`config.mk`:
```
export PLATFORM = sky130hd
export DESIGN_NAME = writeback_arbiter
export DESIGN_NICKNAME = d
export VERILOG_FILES = /design/src/rtl/writeback_arbiter.sv
export SDC_FILE = /design/constraint.sdc
export NUM_CORES = 1
export LEC_CHECK = 0
export BUFFER_PORTS_ARGS = -buffer_cell sky130_fd_sc_hd__buf_2
export CORE_ASPECT_RATIO = 0.7
export CORE_UTILIZATION = 40
export DETAILED_ROUTE_END_ITERATION = 16
export GPL_TIMING_DRIVEN = 0
export HOLD_SLACK_MARGIN = 0.03
export PLACE_DENSITY = 0.66
export SETUP_SLACK_MARGIN = 0.05
export SKIP_CTS_REPAIR_TIMING = 1
export SYNTH_ARGS = -nofsm -noshare
export SYNTH_HDL_FRONTEND = slang
export SYNTH_SLANG_ARGS = --single-unit
```
`constraint.sdc`:
```
create_clock -name clk_i -period 5.32 [get_ports clk_i]
set_input_delay 1.33 -clock clk_i [delete_from_list [all_inputs] [get_ports clk_i]]
set_output_delay 1.33 -clock clk_i [all_outputs]
set_load 0.02 [all_outputs]
```
`src/rtl/writeback_arbiter.sv`:
```
// Writeback arbiter: merges single-cycle ALU results with queued long-latency results onto
// the register-file write port and tracks outstanding long-latency destinations.
module writeback_arbiter #(
  parameter int unsigned Width     = 32,
  parameter int unsigned FifoDepth = 2
) (
  input  logic             clk_i,
  input  logic             reset_i,
  input  logic             alu_valid_i,
  input  logic [4:0]       alu_rd_i,
  input  logic [Width-1:0] alu_data_i,
  output logic             alu_stall_o,
  input  logic             ll_issue_i,
  input  logic [4:0]       ll_issue_rd_i,
  input  logic             ll_valid_i,
  input  logic [4:0]       ll_rd_i,
  input  logic [Width-1:0] ll_data_i,
  output logic             ll_ready_o,
  output logic [4:0]       rd_addr_o,
  output logic [Width-1:0] rd_data_o,
  output logic             reg_write_o,
  output logic [31:0]      busy_o,
  output logic             hazard_err_o
);

  localparam int unsigned AddrW = (FifoDepth > 1) ? $clog2(FifoDepth) : 1;
  localparam int unsigned PtrW  = AddrW + 1;

  logic [4:0]       mem_rd_q   [FifoDepth];
  logic [Width-1:0] mem_data_q [FifoDepth];
  logic [PtrW-1:0]  wptr_q, wptr_d, rptr_q, rptr_d;
  logic [4:0]       rd_addr_q, rd_addr_d;
  logic [Width-1:0] rd_data_q, rd_data_d;
  logic             reg_write_q, reg_write_d;
  logic [31:0]      busy_q, busy_d;
  logic             hazard_q, hazard_d;

  logic             full, empty, push, pop, alu_req;
  logic [4:0]       head_rd;
  logic [Width-1:0] head_data;
  logic [31:0]      set_mask, clr_mask;
  logic             issue_err, push_err;

  // Pointers carry a wrap bit: equal means empty, differing only in the wrap bit means full.
  assign empty     = (wptr_q == rptr_q);
  assign full      = (wptr_q[AddrW-1:0] == rptr_q[AddrW-1:0]) &&
                     (wptr_q[AddrW] != rptr_q[AddrW]);
  assign head_rd   = mem_rd_q[rptr_q[AddrW-1:0]];
  assign head_data = mem_data_q[rptr_q[AddrW-1:0]];

  assign alu_req     = alu_valid_i && (alu_rd_i != 5'd0);
  assign ll_ready_o  = !reset_i && !full;
  assign push        = ll_valid_i && ll_ready_o;
  assign pop         = !reset_i && (full || (!alu_req && !empty));
  assign alu_stall_o = !reset_i && full && alu_req;

  assign set_mask  = (ll_issue_i && (ll_issue_rd_i != 5'd0)) ? (32'd1 << ll_issue_rd_i) : 32'd0;
  assign clr_mask  = pop ? (32'd1 << head_rd) : 32'd0;
  assign issue_err = ll_issue_i && (ll_issue_rd_i != 5'd0) && busy_q[ll_issue_rd_i] &&
                     !clr_mask[ll_issue_rd_i];
  assign push_err  = push && (ll_rd_i != 5'd0) && !busy_q[ll_rd_i];

  always_comb begin
    wptr_d      = push ? wptr_q + PtrW'(1) : wptr_q;
    rptr_d      = pop ? rptr_q + PtrW'(1) : rptr_q;
    rd_addr_d   = rd_addr_q;
    rd_data_d   = rd_data_q;
    reg_write_d = 1'b0;
    if (pop) begin
      // Entries addressed to x0 are drained silently.
      if (head_rd != 5'd0) begin
        rd_addr_d   = head_rd;
        rd_data_d   = head_data;
        reg_write_d = 1'b1;
      end
    end else if (alu_req) begin
      rd_addr_d   = alu_rd_i;
      rd_data_d   = alu_data_i;
      reg_write_d = 1'b1;
    end
    // Set takes precedence over a same-cycle clear.
    busy_d      = ((busy_q & ~clr_mask) | set_mask) & ~32'd1;
    hazard_d    = hazard_q | issue_err | push_err;
  end

  always_ff @(posedge clk_i) begin
    if (reset_i) begin
      wptr_q      <= '0;
      rptr_q      <= '0;
      rd_addr_q   <= '0;
      rd_data_q   <= '0;
      reg_write_q <= 1'b0;
      busy_q      <= '0;
      hazard_q    <= 1'b0;
    end else begin
      wptr_q      <= wptr_d;
      rptr_q      <= rptr_d;
      rd_addr_q   <= rd_addr_d;
      rd_data_q   <= rd_data_d;
      reg_write_q <= reg_write_d;
      busy_q      <= busy_d;
      hazard_q    <= hazard_d;
    end
  end

  always_ff @(posedge clk_i) begin
    if (push) begin
      mem_rd_q[wptr_q[AddrW-1:0]]   <= ll_rd_i;
      mem_data_q[wptr_q[AddrW-1:0]] <= ll_data_i;
    end
  end

  assign rd_addr_o    = rd_addr_q;
  assign rd_data_o    = rd_data_q;
  assign reg_write_o  = reg_write_q;
  assign busy_o       = busy_q;
  assign hazard_err_o = hazard_q;

endmodule

```
==> results by group <==
Detailed routing
  • Via density: 5.51
  • Routed via count: 5466
  • DR WL/cell: 18.7 µm
  • DRT iter0 DRCs: 428
  • Final wirelength: 18500 µm
  • Antenna viol nets, final: 0
  • Pre-antenna DRT Iters: 5
  • Drt drc: 0

CTS
  • Max H-tree Level: 4
  • Num CTS Buffers: 17
  • Clock Latency Late Sink: 0.42 ns
  • Clock tree buffer depth: 2
  • CTS tree: built
  • Clock transition at path regs: 0.07 ns
  • Clock Sinks: 149
  • Root Buffer: clkbuf_16

Worst setup path
  • CP endpoint kind: output port
  • Worst EP arrival: 2.51 ns
  • CP startpoint kind: input port
  • CP required: 3.99 ns
  • Critical Path End: alu_stall_o
  • Critical path fanouts, max: 4
  • Crit Path Class: input port to output port
  • R2R Setup Slk: 2.75 ns
  • Critical Path Start: alu_rd_i[2]
  • Worst R2R End: rd_data_o[14]
  • Worst Reg-to-Reg Cells: 8

Layout
  • Commonest non-fill, non-tap cell in the layout: buf_2
  • N_diodes: 0
  • Layout cells sized above 1: 0.284
  • Area growth, synth to finish: 25.5%
  • Fin nets: 863
  • Finished Cell Area: 8150 µm²
  • Most frequent cells in the layout: buf_2 (167), nand2_1 (106), dfxtp_1 (75), edfxtp_1 (74), a21oi_1 (71)
  • Fillers: 1415

STA
  • Final Skew: 0.0107 ns
  • RSZ-0062 raised after global routing: no
  • Highest Clock Rate: 260 MHz
  • Period utilisation layout: 0.722
  • Max-slew headroom: 0.469
  • Final setup TNS: 0 ns
  • Slew at the pin closest to its max-slew limit: 0.791 ns
  • Period minus WS final: 3.84 ns
  • Crit path setup slack, layout: 1.48 ns
  • Max-slew violation count: 0
  • Setup Viol. Count Final: 0
  • Endpoints failing hold: 0

Global routing
  • Vias in the first global route: 5223
  • Initial antenna violation count: 1
  • All-Layer GR Usage: 0.226
  • Global-route wire length before repair: 28500 µm
  • Pin count of the biggest net entering global routing: 30
  • Grt total ovfl: 0

Floorplan
  • Initial core utilization: 0.414
  • Die height: 109 µm
  • IO Pins: 157
  • Core area: 15700 µm²
  • DIE AREA: 16800 µm²
  • Row count: 38
  • Die X-Extent: 154 µm

Place
  • Dpl hpwl: 13800 µm
  • IO buf count: 153
  • Placed instance area: 7560 µm²
  • Pre-CTS setup slack: 1.48 ns
  • GP Congestion: 0.899

Yosys
  • Sequential-to-total area share from yosys stat: 0.573
  • Area leader, netlist: edfxtp_1
  • Synth warnings: 0
  • Post-synthesis mux area share: 0.118
  • Syn Area/Cell: 10.7 µm²
  • Post-Synth Adder-Cell Area: 0
  • Synth Area in Simple Gates: 0.114
  • Synth Net Count: 689
  • Area share of the largest cell type after synthesis: 0.342
  • Post-Synthesis Cell Area: 6490 µm²
  • Count of different cell masters after synthesis: 46
  • Largest family of logic cells by synthesized area: compound AO/OA/AOI/OAI gates
  • XOR/XNOR share of the synthesized area: 0.0162
  • Synth Area in Compound Gates: 0.144
  • Largest cells by area after synthesis: edfxtp_1 (34%), dfxtp_1 (23%), mux2i_1 (8.0%)
  • Seq cells post-synth: 149
  • Post-Syn Instances: 605

Flow run
  • Total of max-cap violations: 0

Min path
  • Critical hold path startpoint: rd_data_o[16]
  • Hold Path Class: flip-flop to flip-flop

Power and ir drop
  • Leakage: 3.09 nW
  • Power density over the cells: 377 nW/µm²
  • Maximum VDD drop: 215 µV

Status
  • Status: finished, final reports clean
==> routing by layer <==
metal  up-vias  wire length, µm  GRT usage
met4         2              354     0.0919
met2       244             8110      0.344
met5         -               10          0
met1      2623             8680      0.314
met3        31             1360     0.0517
li1       2566                -          -
==> how the worst min path moves through the flow <==
stage	to	slack, ns	depth (start not counted)
4_1_cts	rd_data_o[17]	0.46	2
3_5_place_dp	rd_data_o[17]	0.45	2
5_1_grt	rd_data_o[22]	0.47	2
3_3_place_gp	rd_data_o[5]	0.44	2
2_1_floorplan	rd_addr_o[0]	0.53	2
6_report	rd_data_o[16]	0.45	2
==> per-stage QoR <==
stage / util / total power [mW] / cells / hold WS, ns
after detailed placement: 0.482 / 1.90 / 960 / 0.446
final: 0.520 / 3.08 / 992 / 0.452
after floorplan: - / 1.70 / 605 / 0.529
after CTS: 0.520 / 3.10 / 992 / 0.455
after global routing: 0.520 / 3.20 / 992 / 0.469
after global placement: 0.479 / 1.88 / 958 / 0.438
==> kinds of logic (layout without fill, tap and decap cells) <==
family / Yosys count / count (layout)
mux: 66 / 66
simple gates: 171 / 171
xor+xnor: 12 / 12
buf+inv: 46 / 233
other cells: 1 / 1
flops: 149 / 149
compound gates: 160 / 160
==> critical path, cell delays in order <==
cell,delay (ns)
buf_2,0.11
or4_1,0.53
o21ai_2,0.26
nor3_1,0.09
buf_2,0.19
==> Yosys cell counts (all sizes together) <==
master / count
or2: 1
or3: 2
o211ai: 40
a21o: 1
a211oi: 1
and3: 2
or4: 1
inv: 4
nor2: 20
nand2b: 3
and2: 2
nand3: 12
nor3: 7
o21bai: 1
mux2: 6
xor2: 3
edfxtp: 74
o21ai: 38
nand2: 106
nor2b: 3
a221oi: 1
a21oi: 71
o21ba: 1
nand3b: 3
xnor2: 9
nand4b: 1
conb: 1
a31oi: 2
buf: 22
a2111oi: 1
nor4: 1
dfxtp: 75
o22ai: 1
clkbuf: 20
nand4: 6
o2bb2ai: 1
nor3b: 1
mux2i: 53
a311oi: 1
mux4: 7
==> area by class of cell <==
class	count	area (µm²)	share of cell area
Sequential cell	149	3720	0.457
Multi-Input combinational cell	410	2560	0.313
Timing Repair Buffer	155	806	0.0988
Clock buffer	17	425	0.0522
Tap cell	200	250	0.0307
Buffer	42	209	0.0256
Clock inverter	15	169	0.0207
Inverter	4	15.0	0.00184
==> report_power, final <==
| group | switching, mW | internal (mW) |
|---|---|---|
| Sequential | 0.0340 | 1.28 |
| Combinational | 0.353 | 0.205 |
| Clock | 0.501 | 0.703 |
| Total | 0.887 | 2.19 |
==> sequential cells by signal (all words and copies together) (netlist names), named ones only <==
register / count
rd_data_o: 32
rptr_q: 2
wptr_q: 2
mem_rd_q: 10
busy_o: 31
reg_write_o: 1
hazard_err_o: 1
rd_addr_o: 5
mem_data_q: 64
Note: power is estimated with default switching activity, not from simulation.
